### src/rtl/control_sequencer.sv
// Microcoded control sequencer for an 8-bit SAP-style CPU.
// Steps T0..T4, combinational control word decode, halt latch.
module control_sequencer #(
    parameter bit EARLY_END = 1'b1
) (
    input  logic        clk,
    input  logic        clear,
    input  logic [3:0]  opcode,
    input  logic        carry_flag,
    input  logic        zero_flag,
    output logic [15:0] ctrl,
    output logic [2:0]  step,
    output logic        halted
);

    localparam logic [2:0] T0 = 3'd0;
    localparam logic [2:0] T1 = 3'd1;
    localparam logic [2:0] T2 = 3'd2;
    localparam logic [2:0] T3 = 3'd3;
    localparam logic [2:0] T4 = 3'd4;

    localparam logic [3:0] OP_LDA = 4'b0001;
    localparam logic [3:0] OP_ADD = 4'b0010;
    localparam logic [3:0] OP_SUB = 4'b0011;
    localparam logic [3:0] OP_STA = 4'b0100;
    localparam logic [3:0] OP_LDI = 4'b0101;
    localparam logic [3:0] OP_JMP = 4'b0110;
    localparam logic [3:0] OP_JC  = 4'b0111;
    localparam logic [3:0] OP_JZ  = 4'b1000;
    localparam logic [3:0] OP_OUT = 4'b1110;
    localparam logic [3:0] OP_HLT = 4'b1111;

    localparam logic [15:0] W_FETCH0 = 16'h4004;
    localparam logic [15:0] W_FETCH1 = 16'h1408;
    localparam logic [15:0] W_HLT    = 16'h8000;
    localparam logic [15:0] W_JUMP   = 16'h0802;

    logic [2:0]  last_step;
    logic [15:0] exec_word;

    always_comb begin
        last_step = T2;
        if (!EARLY_END) begin
            last_step = T4;
        end else begin
            case (opcode)
                OP_LDA, OP_STA: last_step = T3;
                OP_ADD, OP_SUB: last_step = T4;
                default:        last_step = T2;
            endcase
        end
    end

    // Execute-phase microcode; unlisted step/opcode pairs stay idle.
    always_comb begin
        exec_word = 16'h0000;
        case (step)
            T2: begin
                case (opcode)
                    OP_LDA, OP_ADD,
                    OP_SUB, OP_STA: exec_word = 16'h4800;
                    OP_LDI:         exec_word = 16'h0A00;
                    OP_JMP:         exec_word = W_JUMP;
                    OP_JC:          exec_word = carry_flag ? W_JUMP : 16'h0000;
                    OP_JZ:          exec_word = zero_flag ? W_JUMP : 16'h0000;
                    OP_OUT:         exec_word = 16'h0110;
                    OP_HLT:         exec_word = W_HLT;
                    default:        exec_word = 16'h0000;
                endcase
            end
            T3: begin
                case (opcode)
                    OP_LDA:         exec_word = 16'h1200;
                    OP_ADD, OP_SUB: exec_word = 16'h1020;
                    OP_STA:         exec_word = 16'h2100;
                    default:        exec_word = 16'h0000;
                endcase
            end
            T4: begin
                case (opcode)
                    OP_ADD:  exec_word = 16'h0281;
                    OP_SUB:  exec_word = 16'h02C1;
                    default: exec_word = 16'h0000;
                endcase
            end
            default: exec_word = 16'h0000;
        endcase
    end

    always_comb begin
        ctrl = 16'h0000;
        if (clear) begin
            ctrl = 16'h0000;
        end else if (halted) begin
            ctrl = W_HLT;
        end else begin
            case (step)
                T0:      ctrl = W_FETCH0;
                T1:      ctrl = W_FETCH1;
                default: ctrl = exec_word;
            endcase
        end
    end

    always_ff @(posedge clk) begin
        if (clear) begin
            step   <= T0;
            halted <= 1'b0;
        end else if (!halted) begin
            if (step == T2 && opcode == OP_HLT) begin
                halted <= 1'b1;
            end else if (step >= last_step) begin
                step <= T0;
            end else begin
                step <= step + 3'd1;
            end
        end
    end

endmodule

### config.mk
export PLATFORM = sky130hd
export DESIGN_NAME = control_sequencer
export DESIGN_NICKNAME = d
export VERILOG_FILES = /design/src/rtl/control_sequencer.sv
export SDC_FILE = /design/constraint.sdc
export NUM_CORES = 1
export LEC_CHECK = 0
export ABC_AREA = 1
export CORE_MARGIN = 2
export CORE_UTILIZATION = 45
export DETAILED_ROUTE_END_ITERATION = 8
export PLACE_DENSITY = 0.87
export SLEW_MARGIN = 25
export SYNTH_ARGS = -nofsm -noshare
export SYNTH_HDL_FRONTEND = slang
export SYNTH_SLANG_ARGS = --single-unit
### constraint.sdc
create_clock -name clk -period 4.1 [get_ports clk]
set_input_delay 0.615 -clock clk [delete_from_list [all_inputs] [get_ports clk]]
set_output_delay 0.615 -clock clk [all_outputs]
set_load 0.05 [all_outputs]
==> flow_metrics.tcl, run 1 <==
set metrics [dict create \
    status "complete, no violations" \
    clock_tree_from_tritoncts "built" \
    critical_path.slowest_cell "clkdlybuf4s50_1" \
    worst_pin_slew_ps 518.7 \
    vias 779 \
    synth_seq_area_share_pct 12.19 \
    grtUsageTotal_pct 21.76 \
    final_stage_net_count 158 \
    synth-seq-cells 4 \
    ys.warnings.count 0 \
    max_clock_freq_mhz 302.2 \
    fp-row-count 13 \
    place_inst 152 \
    design.die.area_um2 1781 \
    whs_path_depth 2 \
    fill_cells 121 \
    synth_fp_nets 128 \
    cts.sinks 4 \
    postCtsHoldBufs 0 \
    port_buffers 27 \
    layout_worst_path_cycle_share_pct 80.71 \
    grt.met3_usage_pct 4.741 \
    cp.required_ps 3480 \
    slew-limit-headroom_pct 65.31 \
    drive_gt1_share_pct 10.71 \
    cap_violations 0 \
    routed_wire_length_per_instance_um 11.23 \
    area_occupied_by_multi_input_gates_um2 488.0 \
    detail_route.iter0.violations 12 \
    cellLeakagePower_nw 0.4487 \
    initial_util_pct 49.25 \
    final-max-slew-violation-count 0 \
    sequential_cell_area_um2 80.08 \
    rsz0062_at_grt "false" \
    max-clock-path-buffers 2 \
    vias_in_the_first_global_route 738 \
    routed_wirelength_mm 1.741 \
    cts_root_buf "clkbuf_4" \
    number_of_antenna_violations_at_the_first_check_in_global_routing 0 \
    synth.distinct_cells 20 \
    critical_path_class "in2out" \
    synthCells 112 \
    post-route-worst-setup-slack_ps 791.1 \
    worstSetupEndpointType "output pin" \
    grt-busiest-layer "met2" \
    met2_usage_in_global_routing_pct 39.08 \
    power.ir.vdd_worst_v 0.0003031 \
    first_pass_iters 4 \
    clock_latency_ps 240 \
    syn_area_per_cell_um2 5.865 \
    place_worst_setup_slack_ps 780.0 \
    power_density_of_the_placed_cells_nw_per_um2 437.2 \
    final_setup_viols 0 \
    arrival_ps 2690 \
    gp_routability_congestion 0.8616 \
    critical-path-top-cell-by-count "clkdlybuf4s50_1" \
    finalCriticalPeriod_ps 3309 \
    syn_to_final_growth_pct 45.14 \
    drt_drc_violations_left 0 \
    cts_resized 0 \
    grt_max_degree 8 \
    final-instance-count-excl-fill 155 \
    floorplan.core_area_um2 1334 \
    grt_pass1_wl_mm 3.042 \
    cts.htree.levels 1 \
    finClkSkew_ps 2.346 \
    clk_transition_reported_paths_ps 40 \
    rr_worst_depth 7 \
    worst-r2r-setup-slack_ps 2660 \
    final_hold_vios 0 \
    cp_max_fo 7 \
    floorplan.io_pins 28 \
    slowest_delay_ps 830 \
    post-cts-setup-buffers 0 \
    chipWidth_um 42.21 \
    synthesis.area_um2 656.9 \
    route.antenna.remaining_nets 0 \
    dpl.hpwl_mm 1.423 \
    chipHeight_um 42.21 \
    fin_setup_tns_ps 0 \
    critPathLaunchType "input port" \
    crit_path_cells "clkdlybuf4s50_1 -> inv_1 -> nand2_1 -> nor2_2 -> nand2_2 -> o22ai_1 -> clkdlybuf4s50_1" \
    m1_gr_usage_pct 23.97 \
    numCtsBuffers 3 \
    global_route.overflow_total 0 \
    via_per_inst 5.026 \
    fin_hold_ws_ps 553.0 \
    diodes 0 \
    timing.hold.worst.class "reg2reg" \
]
-- flip-flops by register name, summed over array words and instances, names as in the netlist --
name	flops
halted	1
step	3
-- final cells by class --
cell class / count / share of cell area, %
Clock buffer: 3 / 2.362
Inverter: 19 / 7.743
Timing Repair Buffer: 27 / 28.35
Multi-Input combinational cell: 87 / 51.18
Sequential cell: 4 / 8.399
Tap cell: 15 / 1.969
-- logic make-up (layout without fill, tap and decap cells) --
family	Yosys count	count (layout)	synth area share [%]
compound gates	12	12	12.00
fa+ha+maj	8	8	15.24
simple gates	67	67	47.05
flops	4	4	12.19
buf+inv	21	49	13.52
-- Yosys cell counts --
| library cell | number | share of area, % |
|---|---|---|
| inv_4 | 1 | 0.95 |
| ha_1 | 8 | 15 |
| buf_4 | 2 | 2.3 |
| nand4_1 | 1 | 0.95 |
| a21oi_4 | 1 | 2.5 |
| nor3_1 | 3 | 2.3 |
| a21boi_0 | 1 | 1.1 |
| nand2_1 | 28 | 16 |
| nand2_4 | 3 | 5.1 |
| o21ai_0 | 6 | 4.6 |
| a21oi_1 | 1 | 0.76 |
| nor2_1 | 20 | 11 |
| inv_1 | 18 | 10 |
| nand3_1 | 5 | 3.8 |
| o22ai_1 | 2 | 1.9 |
| a21boi_1 | 1 | 1.1 |
| nand2_2 | 4 | 3.8 |
| dfxtp_1 | 4 | 12 |
| nor2_4 | 1 | 1.7 |
| nor2_2 | 2 | 1.9 |
-- path summary, 6_finish.rpt --
path / startpoint / endpoint
max: clear / ctrl[12]
min: step[1] / step[1]
max reg2reg: step[0] / step[0]
min reg2reg: step[1] / step[1]
-- worst max-delay path: cells and delay by family --
| family | cells | cell delay [ps] |
|---|---|---|
| compound gates | 1 | 180 |
| buf+inv | 3 | 1370 |
| simple gates | 3 | 530 |
-- per-layer routing --
metal / part of all wire, % / wire [um]
met5: 0 / 0
met4: 1.8 / 31
met3: 5.2 / 91
met2: 51 / 895
met1: 41 / 722
-- layout by cell type, fill, tap and decap left out --
cell type,instances
nand2_2,4
a21boi_0,1
nor2_4,1
a21boi_1,1
a21oi_4,1
dfxtp_1,4
nor3_1,3
nand2_1,28
inv_1,18
a21oi_1,1
nand3_1,5
nor2_2,2
o22ai_1,2
inv_4,1
ha_1,8
clkbuf_4,3
clkdlybuf4s50_1,27
nand2_4,3
o21ai_0,6
nand4_1,1
nor2_1,20
-- where the power goes --
part / internal [mW] / switching (mW)
Clock: 0.0329 / 0.0188
Sequential: 0.0491 / 0.0157
Combinational: 0.100 / 0.200
Total: 0.182 / 0.235
-- metrics by stage --
stage | utilization (%) | instance area [um^2] | power (mW)
after floorplan | - | 656.9 | 0.2815
after global placement | 69.79 | 930.9 | 0.3572
after detailed placement | 69.79 | 930.9 | 0.3646
after CTS | 71.48 | 953.4 | 0.4193
after global routing | 71.48 | 953.4 | 0.4461
final | 71.48 | 953.4 | 0.4169
Power figures use the tool's default switching activity.
==> inputs of run 2 (changes only) <==
--- a/config.mk
+++ b/config.mk
@@ -7,9 +7,9 @@
 export LEC_CHECK = 0
 export ABC_AREA = 1
 export CORE_MARGIN = 2
-export CORE_UTILIZATION = 45
+export CORE_UTILIZATION = 41
 export DETAILED_ROUTE_END_ITERATION = 8
-export PLACE_DENSITY = 0.87
+export PLACE_DENSITY = 0.81
 export SLEW_MARGIN = 25
 export SYNTH_ARGS = -nofsm -noshare
 export SYNTH_HDL_FRONTEND = slang
==> constraint.sdc (replaced) <==
create_clock -name clk -period 3.2 [get_ports clk]
set_input_delay 0.48 -clock clk [delete_from_list [all_inputs] [get_ports clk]]
set_output_delay 0.48 -clock clk [all_outputs]
set_load 0.05 [all_outputs]
==> run 2 against run 1 <==
  * Global-route usage down 2.4 points
  * Critical endpoint is now ctrl[4]
  * Clock skew down 0.87 ps
  * Utilization down 10 points
  * Via count down 1.0%
  * First-iteration DRC count up 75%
  * Sequential power up 28%
  * Worst setup slack worse by 460 ps
  * Die area up 8.8%
==> flow_metrics.tcl, run 2 (synthesis gave the netlist of run 1 again) <==
set metrics [dict create \
    clk_transition_reported_paths_ps 40 \
    detail_route.iter0.violations 21 \
    chipHeight_um 44.03 \
    cts.sinks 4 \
    drt_drc_violations_left 0 \
    syn_to_final_growth_pct 40.76 \
    first_pass_iters 4 \
    largest_reg_flops 3 \
    post-route-worst-setup-slack_ps 330.0 \
    critPathLaunchType "input port" \
    finalCriticalPeriod_ps 2870 \
    finClkSkew_ps 1.476 \
    final-max-slew-violation-count 0 \
    timing.hold.worst.class "reg2reg" \
    layout.cells.most_common "nand2_1" \
    vias_in_the_first_global_route 727 \
    post-cts-setup-buffers 0 \
    worstSetupEndpointType "output pin" \
    fin_setup_tns_ps 0 \
    critical_path.slowest_cell "clkdlybuf4s50_1" \
    clock_tree_from_tritoncts "built" \
    grt_max_degree 8 \
    dpl.hpwl_mm 1.437 \
    max_clock_freq_mhz 348.4 \
    layout_worst_path_cycle_share_pct 89.69 \
    route.antenna.remaining_nets 0 \
    design.die.area_um2 1938 \
    drive_gt1_share_pct 19.29 \
    cts.htree.levels 1 \
    diodes 0 \
    power.ir.vdd_worst_v 0.0004780 \
    global_route.overflow_total 0 \
    mostFrequentLayoutCells "28 x nand2_1, 20 x nor2_1, 18 x inv_1, 15 x clkdlybuf4s50_1, 12 x buf_4" \
    grt_pass1_wl_mm 2.898 \
    worst_pin_slew_ps 499.5 \
    clock_latency_ps 240 \
    top_regs "step x3, halted x1" \
    postCtsHoldBufs 0 \
    slew-limit-headroom_pct 66.60 \
    crit_buf_inv 4 \
    port_buffers 27 \
    critical_path_class "in2out" \
    initial_util_pct 43.60 \
    regMostFlops "step" \
    chipWidth_um 44.03 \
    max-clock-path-buffers 2 \
    final_setup_viols 0 \
    number_of_antenna_violations_at_the_first_check_in_global_routing 0 \
    cp.required_ps 2720 \
    cp_max_fo 7 \
    arrival_ps 2390 \
    routed_wire_length_per_instance_um 11.01 \
    routed_wirelength_mm 1.718 \
    crit_path_cells "clkdlybuf4s50_1 -> inv_1 -> nand2_1 -> nor2_2 -> inv_1 -> nor2_1 -> clkdlybuf4s50_1" \
    cap_violations 0 \
    cellLeakagePower_nw 0.4725 \
    cts_root_buf "clkbuf_4" \
    grtUsageTotal_pct 19.32 \
    cts_resized 0 \
    numCtsBuffers 3 \
    place_worst_setup_slack_ps 349.0 \
    status "complete, no violations" \
    worst_path_dominant_cell_family "buffers and inverters" \
    fp-row-count 14 \
    gp_routability_congestion 0.8831 \
    slowest_delay_ps 800 \
    floorplan.core_area_um2 1506 \
    final_hold_vios 0 \
    floorplan.io_pins 28 \
    rsz0062_at_grt "false" \
    final_stage_net_count 158 \
    via_per_inst 4.942 \
    vias 771 \
    power_density_of_the_placed_cells_nw_per_um2 573.5 \
]
run 2: cell count changes in the layout (fill, tap and decap cells not counted):
cell	change
clkdlybuf4s50_1	-12
buf_4	+12
run 2: cell type report:
class	count	area [um^2]
multi-input combinational	87	488.0
timing repair buffer	27	240.2
sequential	4	80.08
fill	148	581.8
inverter	19	73.82
clock buffer	3	22.52
tap	16	20.02
run 2: per-stage QoR:
stage                     area [um^2]  utilization (%)  std cells  hold WS (ps)  power (mW)
after floorplan                 656.9                -        112         552.6      0.3607
after global placement          902.1            59.88        153         532.6      0.4574
after detailed placement        902.1            59.88        153         541.5      0.4692
after CTS                       924.6            61.38        156         550.4      0.5358
after global routing            924.6            61.38        156         595.2      0.5756
final                           924.6            61.38        156         550.9      0.5302
run 2: routing by layer:
layer | global-route usage [%] | vias to the layer above | wire, um | share of wire [%]
li1 | - | 407 | - | -
met1 | 22.25 | 335 | 734 | 43
met2 | 37.35 | 24 | 883 | 51
met3 | 0.4082 | 5 | 67 | 3.9
met4 | 7.273 | 0 | 33 | 1.9
met5 | 0 | - | 0 | 0
run 2: path summary, 6_finish.rpt:
| path | startpoint | endpoint | slack, ps | cells past startpoint |
|---|---|---|---|---|
| hold / removal | step[0] | step[0] | 550 | 2 |
| hold reg to reg | step[0] | step[0] | 550 | 2 |
| setup reg to reg | step[0] | step[1] | 1740 | 7 |
| setup / recovery | clear | ctrl[4] | 330 | 7 |
run 2: where the power goes:
group	switching, mW	total [mW]	internal, mW
Clock	0.0221	0.0642	0.0420
Combinational	0.257	0.383	0.126
Sequential	0.0199	0.0829	0.0629
Total	0.299	0.530	0.231
run 2: worst reg2reg max path: cells and delay by family, from the launching register on:
family	cells	cell delay, ps
AOI/OAI and AO/OA	3	410
adders and majority gates	1	300
buffers and inverters	2	170
DFF	1	410
and+or+nand+nor	1	100
==> inputs of run 3 (changes only) <==
--- a/config.mk
+++ b/config.mk
@@ -6,9 +6,9 @@
 export NUM_CORES = 1
 export LEC_CHECK = 0
 export ABC_AREA = 1
-export CORE_MARGIN = 2
 export CORE_UTILIZATION = 41
 export DETAILED_ROUTE_END_ITERATION = 8
+export GPL_TIMING_DRIVEN = 1
 export PLACE_DENSITY = 0.81
 export SLEW_MARGIN = 25
 export SYNTH_ARGS = -nofsm -noshare
==> run 3 against run 2 <==
  * Utilization is the same
  * Maximum frequency rose by 2.0%
  * Clock-buffer cell count unchanged
  * Clock power decreased by 7.8%
  * Flip-flop and latch count is the same
  * First-iteration DRC count is 24% lower
  * Critical path type unchanged
  * Power down 2.5%
  * Clock skew up 0.65 ps
  * Die area decreased by 8.9%
  * Largest cell class unchanged
==> flow_metrics.tcl, run 3 (synthesis gave the netlist of run 1 again) <==
set metrics [dict create \
    vias_in_the_first_global_route 657 \
    rsz0062_at_grt "false" \
    timing.hold.worst.class "reg2reg" \
    layout_worst_path_cycle_share_pct 87.94 \
    layout.cells.most_common "nand2_1" \
    largest_reg_flops 3 \
    final-instance-count-excl-fill 156 \
    regMostFlops "step" \
    final-max-slew-violation-count 0 \
    cellLeakagePower_nw 0.4725 \
    chipWidth_um 42.03 \
    max-clock-path-buffers 2 \
    routed_wire_length_per_instance_um 10.00 \
    cp_max_fo 7 \
    number_of_antenna_violations_at_the_first_check_in_global_routing 0 \
    grt_max_degree 8 \
    cts.htree.levels 1 \
    detail_route.iter0.violations 16 \
    syn_to_final_growth_pct 40.76 \
    power_density_of_the_placed_cells_nw_per_um2 559.2 \
    min_delay_startpoint "step[0]" \
    via_per_inst 4.865 \
    clock_tree_from_tritoncts "built" \
    drt_drc_violations_left 0 \
    clock_latency_ps 230 \
    slew-limit-headroom_pct 66.33 \
    worst-r2r-setup-slack_ps 1750 \
    final_hold_vios 0 \
    finClkSkew_ps 2.127 \
    worstSetupEndpointType "output pin" \
    critPathLaunchType "input port" \
    clk_transition_reported_paths_ps 30 \
    worst_pin_slew_ps 503.5 \
    global_route.overflow_total 0 \
    regToRegStartpoint "step[0]" \
    design.die.area_um2 1766 \
    cts.sinks 4 \
    dpl.hpwl_mm 1.315 \
    whs_path_depth 2 \
    fp-row-count 14 \
    cap_violations 0 \
    status "complete, no violations" \
    post-cts-setup-buffers 0 \
    mostFrequentLayoutCells "28 x nand2_1, 20 x nor2_1, 18 x inv_1, 15 x clkdlybuf4s50_1, 12 x buf_4" \
    arrival_ps 2330 \
    min_to "step[0]" \
    cts_resized 0 \
    gp_routability_congestion 0.8925 \
    place_inst 153 \
    finalCriticalPeriod_ps 2814 \
    rr_worst_depth 7 \
    drive_gt1_share_pct 19.29 \
    final_setup_viols 0 \
    grt_pass1_wl_mm 2.580 \
    initial_util_pct 43.60 \
    floorplan.io_pins 28 \
    fill_cells 147 \
    postCtsHoldBufs 0 \
    grtUsageTotal_pct 17.89 \
    cp.required_ps 2720 \
    first_pass_iters 4 \
    fin_setup_tns_ps 0 \
    top_regs "step x3, halted x1" \
    floorplan.core_area_um2 1506 \
    port_buffers 27 \
    max_clock_freq_mhz 355.3 \
    power.ir.vdd_worst_v 0.0005108 \
    cts_root_buf "clkbuf_4" \
    critical_path_class "in2out" \
    route.antenna.remaining_nets 0 \
    vias 759 \
    chipHeight_um 42.03 \
    routed_wirelength_mm 1.560 \
    final_stage_net_count 158 \
    diodes 0 \
    numCtsBuffers 3 \
    worst_r2r_endpoint "step[1]" \
]
run 3: layer usage:
layer / part of all wire [%] / wire length [um] / global-route usage, % / vias to the layer above
li1: - / - / - / 406
met1: 44 / 687 / 22.34 / 327
met2: 50 / 785 / 35.31 / 26
met3: 5.6 / 87 / 1.293 / 0
met4: 0 / 0 / 0 / 0
met5: 0 / 0 / 0 / -
run 3: how the worst max path moves through the flow:
stage | cells past startpoint | to | startpoint | slack, ps
2_1_floorplan | 7 | ctrl[5] | step[0] | 180
3_3_place_gp | 7 | ctrl[4] | clear | 420
5_1_grt | 7 | ctrl[4] | clear | 260
3_5_place_dp | 7 | ctrl[4] | clear | 390
6_report | 7 | ctrl[4] | clear | 390
4_1_cts | 7 | ctrl[4] | clear | 380
run 3: stage by stage:
step / util, % / power, mW / instance area, um^2 / setup slack (ps) / hold WS, ps
after global placement: 59.88 / 0.4570 / 902.1 / 422.7 / 534.3
after global routing: 61.38 / 0.5554 / 924.6 / 264.7 / 573.0
after CTS: 61.38 / 0.5212 / 924.6 / 384.9 / 542.5
after detailed placement: 59.88 / 0.4594 / 902.1 / 387.6 / 533.0
final: 61.38 / 0.5171 / 924.6 / 385.8 / 538.8
after floorplan: - / 0.3607 / 656.9 / 177.8 / 552.6
run 3: critical path: stages:
cell and delay, ps:
clkdlybuf4s50_1 460, inv_1 70, nand2_1 140, nor2_2 220, inv_1 80, nor2_1 80
clkdlybuf4s50_1 800
run 3: power by group:
part	switching, mW	leakage [nW]	internal [mW]
combinational	0.250	0.426	0.124
clock	0.0175	0.0138	0.0417
sequential	0.0205	0.0327	0.0630
total	0.288	0.472	0.229
run 3: final cells by class:
type                       count  area, um^2  area share, %
sequential                     4       80.08          8.660
timing repair buffer          27       240.2          25.98
multi-input combinational     87       488.0          52.77
clock buffer                   3       22.52          2.436
tap                           16       20.02          2.165
inverter                      19       73.82          7.984
